===== src/rtl/width_upsize_stream.sv =====
// N:1 stream width upsizer: packs RATIO AWIDTH-bit beats into one output word, with early flush via a_last.
// Optional lane-valid mask output b_keep is built when WIDTH_UPSIZE_KEEP_EN is defined.
module width_upsize_stream #(
  parameter int unsigned AWIDTH    = 8,
  parameter int unsigned RATIO     = 2,
  parameter bit          MSB_FIRST = 1'b0
) (
  input  logic                     clk,
  input  logic                     rst_n,
  input  logic                     a_vld,
  output logic                     a_rdy,
  input  logic [AWIDTH-1:0]        a,
  input  logic                     a_last,
  output logic                     b_vld,
  input  logic                     b_rdy,
  output logic [AWIDTH*RATIO-1:0]  b
`ifdef WIDTH_UPSIZE_KEEP_EN
  ,
  output logic [RATIO-1:0]         b_keep
`endif
);

  localparam int unsigned BWIDTH = AWIDTH * RATIO;
  localparam int unsigned CW     = $clog2(RATIO);

  typedef logic [CW-1:0] cnt_t;
  localparam cnt_t LAST_CNT = cnt_t'(RATIO - 1);

  // Accumulator is indexed by beat order; lane placement happens when the word is assembled.
  logic [AWIDTH-1:0] acc_q [RATIO-1];
  logic [AWIDTH-1:0] acc_d [RATIO-1];
  cnt_t              cnt_q, cnt_d;
  logic              b_vld_q, b_vld_d;
  logic [BWIDTH-1:0] b_q, b_d;
  logic [BWIDTH-1:0] word;
  logic              accept;
  logic              complete;
`ifdef WIDTH_UPSIZE_KEEP_EN
  logic [RATIO-1:0]  keep_q, keep_d, keep_w;
`endif

  function automatic int unsigned lane_of(input int unsigned k);
    return MSB_FIRST ? (RATIO - 1 - k) : k;
  endfunction

  assign a_rdy    = !b_vld_q | b_rdy;
  assign accept   = a_vld & a_rdy;
  assign complete = accept & (a_last | (cnt_q == LAST_CNT));

  // Stored beats plus the in-flight beat, zero in lanes not yet written.
  always_comb begin
    word = '0;
    for (int unsigned k = 0; k < RATIO - 1; k++) begin
      if (cnt_t'(k) < cnt_q) word[lane_of(k)*AWIDTH +: AWIDTH] = acc_q[k];
    end
    for (int unsigned k = 0; k < RATIO; k++) begin
      if (cnt_t'(k) == cnt_q) word[lane_of(k)*AWIDTH +: AWIDTH] = a;
    end
  end

`ifdef WIDTH_UPSIZE_KEEP_EN
  always_comb begin
    keep_w = '0;
    for (int unsigned k = 0; k < RATIO; k++) begin
      if (cnt_t'(k) <= cnt_q) keep_w[lane_of(k)] = 1'b1;
    end
  end
`endif

  always_comb begin
    acc_d   = acc_q;
    cnt_d   = cnt_q;
    b_vld_d = b_vld_q;
    b_d     = b_q;
`ifdef WIDTH_UPSIZE_KEEP_EN
    keep_d  = keep_q;
`endif
    if (complete) begin
      for (int unsigned k = 0; k < RATIO - 1; k++) acc_d[k] = '0;
      cnt_d   = '0;
      b_d     = word;
      b_vld_d = 1'b1;
`ifdef WIDTH_UPSIZE_KEEP_EN
      keep_d  = keep_w;
`endif
    end else begin
      if (accept) begin
        for (int unsigned k = 0; k < RATIO - 1; k++) begin
          if (cnt_t'(k) == cnt_q) acc_d[k] = a;
        end
        cnt_d = cnt_q + cnt_t'(1);
      end
      if (b_rdy) b_vld_d = 1'b0;
    end
  end

  always_ff @(posedge clk or negedge rst_n) begin
    if (!rst_n) begin
      for (int unsigned k = 0; k < RATIO - 1; k++) acc_q[k] <= '0;
      cnt_q   <= '0;
      b_vld_q <= 1'b0;
      b_q     <= '0;
`ifdef WIDTH_UPSIZE_KEEP_EN
      keep_q  <= '0;
`endif
    end else begin
      acc_q   <= acc_d;
      cnt_q   <= cnt_d;
      b_vld_q <= b_vld_d;
      b_q     <= b_d;
`ifdef WIDTH_UPSIZE_KEEP_EN
      keep_q  <= keep_d;
`endif
    end
  end

  assign b_vld = b_vld_q;
  assign b     = b_q;
`ifdef WIDTH_UPSIZE_KEEP_EN
  assign b_keep = keep_q;
`endif

endmodule

===== config.mk =====
export PLATFORM = sky130hd
export DESIGN_NAME = width_upsize_stream
export DESIGN_NICKNAME = d
export VERILOG_FILES = /design/src/rtl/width_upsize_stream.sv
export SDC_FILE = /design/constraint.sdc
export NUM_CORES = 1
export LEC_CHECK = 0
export BUFFER_PORTS_ARGS = -buffer_cell sky130_fd_sc_hd__buf_2
export CORE_UTILIZATION = 54
export DETAILED_ROUTE_END_ITERATION = 16
export PLACE_DENSITY_LB_ADDON = 0.08
export RECOVER_POWER = 100
export SYNTH_ARGS = -nofsm -noshare
export SYNTH_HDL_FRONTEND = slang
export SYNTH_SLANG_ARGS = --single-unit

===== constraint.sdc =====
create_clock -name clk -period 2.51 [get_ports clk]
set_clock_uncertainty 0.1 [all_clocks]
set_input_delay 0.3765 -clock clk [delete_from_list [all_inputs] [get_ports clk]]
set_output_delay 0.3765 -clock clk [all_outputs]
set_load 0.05 [all_outputs]

==> impl_metrics.toml <==
[timing]
timing_hold_violations_final = 0
clock.fmax_ghz = 0.528
layout_min_cycle_time_ns = 1.89
min_period_over_period = 0.755
worst_slew_margin_rel = 0.0709
report.final.setup_viol = 0
worst_slew_pin_slew_ns = 1.39
finalSetupTns_ns = 0
final-max-slew-violation-count = 0
rsz0062_at_grt = "no"

[setup_path]
critPathLaunchType = "register"
worstPathMaxFanout = 13
worstPathRequired_ns = 2.03
criticalPathCategory = "register to output pin"
crit_path_end_kind = "output pin"
critPathArrivalTime_ns = 1.42

[route]
drt_wl_total_mm = 2.14
drt.antenna.violating_nets = 0
final_routed_drc_violation_total = 0
average_via_count_per_standard_cell = 5.48
first_pass_iters = 4
routedWlPerCell_um = 15.0
drt-initial-drc-count = 4
vias = 784

[yosys]
postSynthCellCount = 87
syn_area_sq_mm = 0.00117
top_post_synthesis_cells_by_area = "dfrtp_1, mux2_4, mux2_2, a22o_1, nand4_1"
per_instance_average_area_after_synthesis_sq_um = 13.4
async_flop_share = 1.00
synth-warning-count = 0
post-synth-top-count-cell = "dfrtp_1"
synth.net_count = 100
synth.largest_area_cell = "dfrtp_1"
number_of_library_cell_types_mapped_by_synthesis = 17
ys_seq_elements = 26
synth-seq-area-share = 0.557
post-synth-top-area-fraction = 0.557
synth_enable_flop_cells = 0
dominantRegCellSynth = "dfrtp_1"

[clocking]
tritoncts.num_buffers = 3
postCtsResizedCells = 0
cts_tree = "done"
max_clock_buf_depth = 2
clk_pin_slew_worst_paths_ns = 0.13
clock_latency_reported_for_the_late_side_of_the_worst_skew_pair_ns = 0.32
cts-root-buf = "clkbuf_4"
cts.sinks = 26
cts.htree.levels = 1

[cells_and_area]
final_cell_area_sq_mm = 0.00133
area_delta_synth_final_pct = 13.7
num_antenna_cells = 0
area.sequential_sq_um = 651
layout_cells_sized_above_1 = 0.302
final_nets = 130
num-fill-cells = 173
multi_input_comb_area_sq_um = 440

[grt]
grt_pass1_vias = 786
gr-usage-all-layers = 0.192
antenna_found_initial = 0
grt_remaining_overflow = 0
grt_pass1_wl_mm = 3.60
largest_net_degree_at_the_start_of_global_routing = 27

[die]
die_width_um = 48.5
std_cell_rows = 16
die_y_um = 48.5
starting_density = 0.583
fp.coreArea_sq_mm = 0.00200
design.die.area_sq_mm = 0.00235
ioPinCount = 31

[placement]
estimated_wirelength_of_the_detail_placed_design_mm = 1.43
post_dp_cell_area_sq_mm = 0.00131
routabilityCongestion = 0.801
numPortBuffers = 30

[power]
power.static_leakage_uw = 0.000630
combPwrFrac = 0.411
maximum_vdd_drop_mv = 0.731
share_of_total_power_in_sequential_cells = 0.432
net-switching-power_uw = 580
total_power_uw = 1330
power.internal_uw = 754
p_per_area_mw_per_mm2 = 1000
power.switching_fraction = 0.435
pwr-share-clk = 0.157

[worst_hold_path]
min_path_type = "input pin to register"

[job]
max_cap_viol_count = 0

[status]
status = "finished clean"
[power by group through the flow]
stage          logic [uW]  clock network, uW  registers, uW
2_1_floorplan         193                  0            842
3_3_place_gp          567                  0            578
3_5_place_dp          573                  0            584
4_1_cts               576                216            575
5_1_grt               574                231            590
6_report              549                209            576
[stage by stage]
stage,utilization,hold slack [ns],cells,setup WS (ns)
finish,0.663,0.212,143,0.616
global placement,0.652,0.296,138,0.750
floorplan,-,-0.0191,87,0.654
global route,0.663,0.202,143,0.409
CTS,0.675,0.197,143,0.678
detailed placement,0.652,0.311,138,0.713
[final cells by class]
| type | instances | area share |
|---|---|---|
| repair buffers | 31 | 0.103 |
| flip-flops and latches | 26 | 0.490 |
| well taps | 27 | 0.0254 |
| inverters | 8 | 0.0226 |
| multi-input cells | 47 | 0.332 |
| clock buffers | 4 | 0.0273 |
[layout by cell type, fill, tap and decap left out, types with 3 or more instances in the layout]
cell	n
buf_2	11
o21ai_0	8
nand4_1	8
clkbuf_4	3
clkbuf_1	19
mux2_2	8
inv_1	8
dfrtp_1	26
mux2_4	8
a22o_1	8
[what timing repair did]
action | CTS | global route
hold buffers | 1 | 0
buffers inserted | 0 | 0
endpoints found under the hold margin | 26 | 0
[kinds of logic after synthesis]
logic type	synth area share
AO/OA/AOI/OAI	0.101
multiplexers	0.180
AND/OR/NAND/NOR	0.0965
flip-flops	0.557
buffers and inverters	0.0654
[path summary, 6_finish.rpt]
kind | from | end | slack [ns] | cells past startpoint
setup / recovery | b_vld | a_rdy | 0.62 | 2
hold reg to reg | b[10] | b[10] | 0.42 | 1
min in group asynchronous | rst_n | b[11] | 0.79 | 2
max in group asynchronous | rst_n | acc_q[4] | 0.71 | 2
setup reg to reg | cnt_q | b[2] | 0.68 | 3
hold / removal | a[5] | b[13] | 0.21 | 2
[worst max-delay path: stages (launching register included)]
cell and delay, ns:
dfrtp_1 0.44, nand2b_4 0.17, clkbuf_1 0.49
[state kept, by name, summed over array words and instances (netlist names)]
name   flops
acc_q      8
b         16
b_vld      1
cnt_q      1
[per-layer routing]
layer,global-route usage,vias to the layer above,share of wire
li1,-,371,-
met1,0.279,390,0.47
met2,0.303,21,0.48
met3,0.0220,2,0.037
met4,0.0588,0,0.0089
met5,0,-,0
Power figures use the tool's default switching activity.
